**src/rtl/serial_add_sub_pkg.sv**
```systemverilog
// Shared types and constants for the bit-serial adder/subtractor.
// Holds the controller state encoding and the operation-select values.
package serial_add_sub_pkg;

  typedef enum logic [1:0] {
    IDLE = 2'd0,
    RUN  = 2'd1,
    DONE = 2'd2
  } state_t;

  localparam logic MODE_ADD = 1'b0;
  localparam logic MODE_SUB = 1'b1;

endpackage

```
**src/rtl/serial_add_sub_full_add_cell.sv**
```systemverilog
// Single-bit full adder: sum is the parity of the inputs, carry is the majority.
// The serial datapath reuses this one cell for every bit position.
module full_add_cell (
  input  logic a,
  input  logic b,
  input  logic cin,
  output logic sum,
  output logic cout
);

  assign sum  = a ^ b ^ cin;
  assign cout = (a & b) | (a & cin) | (b & cin);

endmodule

```
**src/rtl/serial_add_sub.sv**
```systemverilog
// Bit-serial two's-complement adder/subtractor, LSB first, one bit per clock.
// Subtraction is done as X + ~Y + 1 by inverting Y at load and seeding the carry.
module serial_add_sub
  import serial_add_sub_pkg::*;
#(
  parameter int WIDTH = 5
) (
  input  logic             clk,
  input  logic             rst,
  input  logic             start,
  input  logic             mode,
  input  logic [WIDTH-1:0] X,
  input  logic [WIDTH-1:0] Y,
  output logic             busy,
  output logic             done,
  output logic [WIDTH-1:0] S,
  output logic             Cout,
  output logic             V
);

  localparam int CNT_W = $clog2(WIDTH + 1);
  localparam logic [CNT_W-1:0] LAST_BIT = CNT_W'(WIDTH - 1);

  state_t           r_state;
  state_t           w_state_next;
  logic [WIDTH-1:0] r_x;
  logic [WIDTH-1:0] r_y;
  logic [WIDTH-2:0] r_acc;
  logic [WIDTH-1:0] r_s;
  logic             r_carry;
  logic             r_cout;
  logic             r_v;
  logic [CNT_W-1:0] r_cnt;
  logic             w_sum;
  logic             w_cout;
  logic             w_last;
  logic             w_sub;

  assign w_last = (r_cnt == LAST_BIT);
  assign w_sub  = (mode == MODE_SUB);

  full_add_cell u_cell (
    .a    (r_x[0]),
    .b    (r_y[0]),
    .cin  (r_carry),
    .sum  (w_sum),
    .cout (w_cout)
  );

  always_ff @(posedge clk or posedge rst) begin
    if (rst) begin
      r_state <= IDLE;
    end else begin
      r_state <= w_state_next;
    end
  end

  always_comb begin
    w_state_next = r_state;
    busy         = 1'b0;
    done         = 1'b0;
    unique case (r_state)
      IDLE: begin
        if (start) w_state_next = RUN;
      end
      RUN: begin
        busy = 1'b1;
        if (w_last) w_state_next = DONE;
      end
      DONE: begin
        busy         = 1'b1;
        done         = 1'b1;
        w_state_next = IDLE;
      end
      default: w_state_next = IDLE;
    endcase
  end

  always_ff @(posedge clk or posedge rst) begin
    if (rst) begin
      r_x     <= '0;
      r_y     <= '0;
      r_acc   <= '0;
      r_s     <= '0;
      r_carry <= 1'b0;
      r_cout  <= 1'b0;
      r_v     <= 1'b0;
      r_cnt   <= '0;
    end else begin
      unique case (r_state)
        IDLE: begin
          if (start) begin
            r_x     <= X;
            r_y     <= Y ^ {WIDTH{w_sub}};
            r_carry <= w_sub;
            r_acc   <= '0;
            r_cnt   <= '0;
          end
        end
        RUN: begin
          r_x     <= r_x >> 1;
          r_y     <= r_y >> 1;
          r_acc   <= (WIDTH-1)'({w_sum, r_acc} >> 1);
          r_carry <= w_cout;
          if (!w_last) begin
            r_cnt <= r_cnt + CNT_W'(1);
          end else begin
            // Final bit: r_carry is the carry into the MSB, w_cout the carry out of it.
            r_s    <= {w_sum, r_acc};
            r_cout <= w_cout;
            r_v    <= r_carry ^ w_cout;
          end
        end
        default: ;
      endcase
    end
  end

  assign S    = r_s;
  assign Cout = r_cout;
  assign V    = r_v;

endmodule
```
**config.mk**
```make
export PLATFORM = sky130hd
export DESIGN_NAME = serial_add_sub
export DESIGN_NICKNAME = d
export VERILOG_FILES = /design/src/rtl/serial_add_sub_pkg.sv /design/src/rtl/serial_add_sub_full_add_cell.sv /design/src/rtl/serial_add_sub.sv
export SDC_FILE = /design/constraint.sdc
export NUM_CORES = 1
export LEC_CHECK = 0
export ABC_AREA = 1
export CAP_MARGIN = 20
export CORE_UTILIZATION = 40
export DETAILED_ROUTE_END_ITERATION = 6
export PLACE_DENSITY = 0.72
export SYNTH_ARGS = -nofsm -noshare
export SYNTH_HDL_FRONTEND = slang
export SYNTH_SLANG_ARGS = --single-unit
```
**constraint.sdc**
```tcl
create_clock -name clk -period 1.6 [get_ports clk]
set_input_delay 0.4 -clock clk [delete_from_list [all_inputs] [get_ports clk]]
set_output_delay 0.4 -clock clk [all_outputs]
set_load 0.005 [all_outputs]
```
### Word level (Yosys, flattened, before mapping)

Index checks and enable logic that the tools add are counted.
Widths: inputs -> output; s select.

| storage, ports and cells | value |
|---|---|
| register bits | 27 |
| input port bits | 14 |
| logic and storage cells | 48 |

| operators by class | value |
|---|---|
| add/sub/neg operators | 1 |
| equality and inequality tests | 6 |
| multiplexer cells | 16 |
| bitwise logic cells | 9 |
| reduce and logical (&&, ||, !) cells | 7 |

Operators by type and width:

| operator | number |
|---|---|
| $pmux 5 s2 | 2 |
| $mux 5 | 2 |
| $pmux 4 s2 | 1 |
| $mux 3 | 2 |
| $ne 2x2->1 const B | 3 |
| $pmux 3 s2 | 1 |
| $reduce_and 2->1 | 3 |
| $xor 5x5->5 | 1 |
| $mux 2 | 2 |
| $mux 4 | 1 |
| $pmux 2 s2 | 1 |
| $add 3x1->3 const B | 1 |
| $and 1x1->1 | 3 |
| $eq 3x3->1 const B | 1 |
| $mux 1 | 3 |
| $reduce_and 3->1 | 1 |
| $xor 1x1->1 | 3 |
| $eq 2x1->1 const B | 1 |
| $eq 2x2->1 const B | 1 |
| $logic_not 2->1 | 1 |
| $or 1x1->1 | 2 |
| $pmux 1 s2 | 1 |
| $reduce_bool 2->1 | 1 |
| $reduce_or 2->1 | 1 |

### Longest topological paths before layout

Gate-level depths: netlist of run 1.

| depth | value |
|---|---|
| word-level depth | 4 |
| mapped depth | 9 |
| mapped depth without buffers | 8 |

### By module

Synthesis of run 1 repeated with hierarchy kept, for this count alone.

| unflattened totals | value |
|---|---|
| cell total of the unflattened synthesis | 180 |
| area total of the unflattened synthesis | 1415.1 µm² |

Modules (own cells, without submodules):

| module | instances | cells each | area each (µm²) |
|---|---|---|---|
| serial_add_sub | 1 | 179 | 1395.1 |
| full_add_cell | 1 | 1 | 20.0 |

### Worst setup path after synthesis of run 1

OpenSTA, ideal clock, no wires.

| path | value |
|---|---|
| path kind | register -> register |
| start point | register r_state[1] |
| end point | register r_s[0] (netlist: S[0]) |
| setup time | 117 ps |
| data arrival time | 1162 ps |
| data required time | 1483 ps |
| path slack | 321 ps |
| stages on the path, launching flop included | 8 |
| buffers on the path | 2 |
| clock period less this slack | 1279 ps |
| cell sequence | dfrtp_1 > inv_1 > ha_1 > buf_4 > nand3_2 > buf_4 > nand2_1 > o21ai_2 |

| between the ends | value |
|---|---|
| word-level cells in the longest chain between the ends | 2 |

RTL lines:

| item | RTL line | source |
|---|---|---|
| start, declared | serial_add_sub.sv:24 | `state_t r_state;` |
| start signal, assigned | serial_add_sub.sv:54 | `r_state <= w_state_next;` |
| $eq 2x1->1 | serial_add_sub.sv:90 | `unique case (r_state)` |
| $reduce_and 2->1 (no source line) | -- |  |
| end signal, assigned | serial_add_sub.sv:109 | `r_s <= {w_sum, r_acc};` |
| end, declared | serial_add_sub.sv:29 | `logic [WIDTH-1:0] r_s;` |

No other way between the ends.
A chain may end at the register's enable or synchronous reset.

### Final worst setup path of run 1

| path | value |
|---|---|
| start point | register r_state[1] |
| end point | output done |

| between the ends | value |
|---|---|
| word-level cells in the longest chain between the ends | 2 |

RTL lines:

| item | RTL line | source |
|---|---|---|
| $eq 2x2->1 | serial_add_sub.sv:62 | `unique case (r_state)` |
| $mux 1 | serial_add_sub.sv:62 |  |
| end, declared | serial_add_sub.sv:15 | `output logic done,` |

No other way between the ends.

==> results.py, run 1 <==
metrics = {
    "worst_setup_path": {
        "crit_arrival_ns": 1.16,
        "reg2reg_from": "r_state[0]",
        "worstRegToRegCells": 8,
        "critical_path.top_delay_family": "flip-flops",
        "rrSetupSlack_ns": 0.22,
        "worst_path_max_delay_cell": "dfrtp_1",
        "crit_buf_inv": 2,
        "start_kind": "flop",
        "worst_r2r_endpoint": "r_cnt[0]",
        "endpoint_kind": "primary output",
        "cp_max_fo": 2,
        "max_stage_delay_ns": 0.42,
        "critPathKind": "reg -> out",
        "required_ns": 1.20,
        "cp_cell_sequence": "buf_6, ha_1, buf_2",
    },
    "status": {
        "status": "finished, final reports clean",
    },
    "power": {
        "power_density_nw_per_um2": 1660,
        "leakage_nw": 0.974,
        "peakVddDrop_v": 0.000933,
    },
    "final_layout": {
        "diodes": 0,
        "syn_to_final_growth_pct": 26.4,
        "mostFrequentLayoutCell": "nand2_1",
        "mostFrequentLayoutCells": "nand2_1 (68), dfrtp_1 (27), inv_1 (20)",
        "nNetsFinal": 234,
        "fillCellCount": 345,
        "drive_gt1_share_pct": 17.9,
        "finalNonFillerCells": 258,
    },
    "floorplanning": {
        "core-area_um2": 3420,
        "ios": 23,
        "die_area_um2": 3880,
        "die_y_um": 62.3,
        "rows": 21,
        "start_util_pct": 42.6,
        "die_x_um": 62.3,
    },
    "synth": {
        "synth_top_area_share_pct": 46.5,
        "yosysWarningCount": 0,
        "synthMuxAreaShare_pct": 0,
        "synthSimpleGateAreaFrac_pct": 27.7,
        "synth_xor_area_share_pct": 1.20,
        "syn-mean-instance-area_um2": 8.12,
        "synth_top_area_cell": "dfrtp_1",
        "synth_top_family_by_area": "simple AND/OR/NAND/NOR gates",
        "synth_compound_area_share_pct": 8.26,
        "netlist_top_cells_area": "dfrtp_1 (46%), nand2_1 (18%), inv_1 (5.7%)",
        "ys_seq_area_share_pct": 46.5,
        "synthAdderAreaFrac_pct": 6.54,
        "syn_nets": 200,
        "syn_area_um2": 1450,
        "ys_types": 19,
        "synthCells": 179,
        "synth-seq-cells": 27,
    },
    "clocking": {
        "clock_latency_ns": 0.33,
        "htreeDepth": 1,
        "cts_root_buf": "clkbuf_4",
        "cts_buffers": 3,
        "clock_path_buffers": 2,
        "hold_buffers": 0,
        "clk_pin_slew_worst_paths_ns": 0.16,
        "cts_tree": "done",
        "cts.sinks": 27,
    },
    "drt": {
        "antenna_left": 0,
        "avgRoutedWirePerCell_um": 10.2,
        "drt-initial-drc-count": 48,
        "drtPass1Iterations": 4,
        "wl_met3_um": 74,
        "drc": 0,
        "routedLengthMet1_mm": 1.26,
        "viasPerCell": 4.55,
        "vias": 1175,
        "top_layer_used": "met4",
        "wl_met2_mm": 1.24,
        "wl_mm": 2.62,
    },
    "sta": {
        "setup_tns_ns": 0,
        "finalSetupViolCount": 0,
        "fin_ws_ns": 0.0395,
        "tightest_slew_ns": 0.355,
        "drv_slew": 0,
        "finalCritPeriodShare_pct": 97.5,
        "rsz0062_at_grt": "yes",
        "clock_skew_ns": 0.00831,
        "final-hold-violation-count": 0,
        "min_period_ns": 1.56,
        "max_freq_mhz": 641,
        "timing.slew.headroom_pct": 76.3,
    },
    "grt": {
        "grt_pass1_wl_mm": 4.82,
        "grt_pass1_vias": 1118,
        "antenna_found_initial": 0,
        "grt_max_degree": 28,
        "track_usage_pct": 15.6,
        "gr-total-overflow": 0,
    },
    "placement": {
        "io_buffer_count": 22,
        "hpwl_mm": 1.89,
        "gp_congestion": 0.732,
        "dp_slack_ns": 0.0411,
        "dp_cells": 251,
    },
    "worst_hold_path": {
        "hp-class": "in -> async",
    },
    "job": {
        "drv_cap": 0,
    },
}
==> where the power goes <==
| part | leakage [nW] | internal (W) | switching, W |
|---|---|---|---|
| Clock | 0.0139 | 0.0000957 | 0.000211 |
| Combinational | 0.606 | 0.000751 | 0.000916 |
| Sequential | 0.354 | 0.000945 | 0.000140 |
==> worst max-delay path by stage <==
stage                    start   end  slack [ns]  depth (start not counted)
finish              r_state[1]  done        0.04                          3
global route        r_state[0]  busy      -0.007                          3
CTS                 r_state[0]  busy       0.002                          3
detailed placement  r_state[0]  busy        0.04                          3
global placement    r_state[0]  busy        0.05                          3
floorplan           r_state[1]  S[0]        0.32                          7
==> routing by layer <==
layer  vias to the layer above  track usage (%)
met5                         -                0
met4                         0             6.10
met3                         4             2.39
met2                        19             25.5
met1                       538             20.7
li1                        614                -
==> metrics by stage <==
| step | cell area [µm²] | utilization, % | hold slack (ns) | total power [W] |
|---|---|---|---|---|
| 2_1_floorplan | 1450 | - | 0.449 | 0.00225 |
| 3_3_place_gp | 1780 | 52.0 | 0.463 | 0.00268 |
| 3_5_place_dp | 1780 | 52.0 | 0.465 | 0.00272 |
| 4_1_cts | 1810 | 53.0 | 0.415 | 0.00300 |
| 5_1_grt | 1840 | 53.8 | 0.428 | 0.00337 |
| 6_report | 1840 | 53.8 | 0.415 | 0.00306 |
==> registers in the layout, indices dropped and copies added (netlist names) <==
signal	cells
r_y	5
S	5
r_state	2
r_cnt	3
r_x	5
V	1
Cout	1
r_acc	4
r_carry	1
==> worst register-to-register path, delay by kind of cell, from the launching register on <==
family	cells	cell delay, ns
adder cells (fa/ha/maj)	1	0.21
flip-flops	1	0.42
AND/OR/NAND/NOR	5	0.41
buffers and inverters	2	0.26
==> synthesized netlist by cell type <==
library cell,n
buf_4,3
buf_6,3
dfrtp_1,27
fa_1,1
ha_1,6
inv_1,22
inv_2,1
nand2_1,68
nand2_2,4
nand2_4,1
nand3_1,11
nand3_2,1
nor2_1,9
nor2_2,2
o211ai_2,2
o21ai_0,2
o21ai_1,10
o21ai_2,4
xnor2_1,2
==> area by class of cell <==
class	count	area, µm²	share of cell area (%)
flip-flops and latches	27	676	36.8
multi-input cells	123	651	35.4
repair buffers	35	338	18.4
inverters	23	86.3	4.70
well taps	46	57.6	3.13
clock buffers	3	22.5	1.23
clock inverters	1	7.51	0.408
==> kinds of logic (layout without fill, tap and decap cells) <==
kind of cell | count (synthesis) | after routing
buffers and inverters | 29 | 62
XOR/XNOR | 2 | 2
AND/OR/NAND/NOR | 96 | 96
flip-flops | 27 | 27
adder cells (fa/ha/maj) | 7 | 7
AO/OA/AOI/OAI | 18 | 18
==> repair_timing <==
item	CTS	global route
endpoints found under the setup margin	9	5
gates resized for setup	16	6
pin swaps	0	1
buffers inserted	3	0
endpoints found under the hold margin	0	0
No activity file was read; power rests on OpenSTA's default activity.
==> run 2, diff against run 1 <==
Settings changed: CORE_MARGIN set to 3, SKIP_CTS_REPAIR_TIMING set to 1.
==> run 2 against run 1 <==
Clock skew is 0.0025 ns lower. Register-to-register slack worse by 0.13 ns. First-iteration DRC count is 8.3% higher. Final cell count is 2.7% higher. Sequential share of layout area is 1.4 points lower. Critical path type unchanged. Highest routed layer unchanged.
==> results.py, run 2 (synthesis gave the netlist of run 1 again) <==
metrics = {
    "status": {
        "status": "finished, final reports clean",
    },
    "drt": {
        "drt-initial-drc-count": 52,
        "vias": 1183,
        "avgRoutedWirePerCell_um": 10.4,
        "wl_mm": 2.74,
        "drc": 0,
        "drtPass1Iterations": 4,
        "viasPerCell": 4.46,
        "antenna_left": 0,
    },
    "floorplanning": {
        "die_y_um": 66.3,
        "core-area_um2": 3420,
        "start_util_pct": 42.6,
        "ios": 23,
        "die_x_um": 66.3,
        "rows": 21,
        "die_area_um2": 4390,
    },
    "clocking": {
        "cts_root_buf": "clkbuf_4",
        "clock_path_buffers": 2,
        "htreeDepth": 1,
        "cts.sinks": 27,
        "cts_buffers": 3,
        "clock_latency_ns": 0.32,
        "clk_pin_slew_worst_paths_ns": 0.15,
        "cts_tree": "done",
    },
    "worst_setup_path": {
        "rrSetupSlack_ns": 0.09,
        "worst_path_max_delay_cell": "dfrtp_1",
        "required_ns": 1.20,
        "endpoint_kind": "primary output",
        "cp_max_fo": 3,
        "max_stage_delay_ns": 0.43,
        "critical_path.top_delay_family": "flip-flops",
        "critPathKind": "reg -> out",
        "crit_arrival_ns": 1.16,
        "start_kind": "flop",
        "cp_cell_sequence": "inv_2, ha_4, clkbuf_2",
        "crit_buf_inv": 2,
    },
    "sta": {
        "clock_skew_ns": 0.00585,
        "setup_tns_ns": 0,
        "final-hold-violation-count": 0,
        "tightest_slew_ns": 0.341,
        "drv_slew": 0,
        "finalCritPeriodShare_pct": 97.5,
        "finalSetupViolCount": 0,
        "timing.slew.headroom_pct": 77.2,
        "min_period_ns": 1.56,
        "max_freq_mhz": 641,
        "holdWs_ns": 0.418,
    },
    "placement": {
        "dp_cells": 251,
        "gp_congestion": 0.745,
        "hpwl_mm": 1.95,
        "io_buffer_count": 22,
    },
    "final_layout": {
        "finalNonFillerCells": 265,
        "diodes": 0,
        "mostFrequentLayoutCells": "nand2_1 (68), dfrtp_1 (27), inv_1 (19)",
        "final_util_pct": 55.9,
        "mostFrequentLayoutCell": "nand2_1",
        "nNetsFinal": 241,
        "drive_gt1_share_pct": 21.0,
        "syn_to_final_growth_pct": 31.3,
    },
    "grt": {
        "antenna_found_initial": 0,
        "gr-total-overflow": 0,
        "grt_pass1_vias": 1042,
        "grt_pass1_wl_mm": 4.62,
        "grt_max_degree": 28,
        "track_usage_pct": 13.4,
    },
    "power": {
        "power_density_nw_per_um2": 1670,
        "finalPower_w": 0.00318,
        "leakage_nw": 1.10,
        "peakVddDrop_v": 0.00111,
    },
    "worst_hold_path": {
        "hp-class": "in -> async",
    },
    "job": {
        "drv_cap": 0,
    },
}
run 2: stage by stage:
stage                     instance area (µm²)  worst slack [ns]
after global placement                   1780            0.0534
after floorplan                          1450             0.321
after global routing                     1910           -0.0193
after CTS                                1800            -0.364
after detailed placement                 1780            0.0211
final                                    1910            0.0396
run 2: per-layer routing:
layer / GRT usage, % / part of all wire (%)
met1: 20.0 / 47
met2: 19.7 / 49
met3: 2.38 / 3.9
met4: 3.81 / 0.55
met5: 0 / 0
run 2: cell type report:
class,count,area (µm²)
inverter,23,86.3
sequential,27,676
multi-input combinational,123,659
clock buffer,3,22.5
clock inverter,1,5.00
timing repair buffer,42,403
tap,46,57.6
fill,325,1510
run 2: final timing paths:
check,startpoint,to,cells past startpoint
worst min-delay path,rst,r_x[3],3
worst max-delay path,r_state[0],busy,3
max in group asynchronous,rst,r_acc[2],3
worst max register to register,r_state[0],r_cnt[0],9
min in group clk,r_y[3],r_y[3],2
worst min register to register,r_y[3],r_y[3],2
run 2: worst register-to-register path, delay by kind of cell, from the launching register on:
family	cells	cell delay (ns)
adder cells (fa/ha/maj)	1	0.22
flip-flops	1	0.43
AND/OR/NAND/NOR	5	0.39
buffers and inverters	3	0.39
run 2: power breakdown:
part | total, W | switching, W | internal [W]
logic | 0.00179 | 0.000956 | 0.000839
clock network | 0.000298 | 0.000205 | 0.0000936
registers | 0.00109 | 0.000142 | 0.000945
total | 0.00318 | 0.00130 | 0.00188
==> run 3, diff against run 2 <==
Settings changed: CAP_MARGIN 20 to unset.
==> results of run 3 <==
No change in the layout: final DEF, timing and power equal those of run 2.
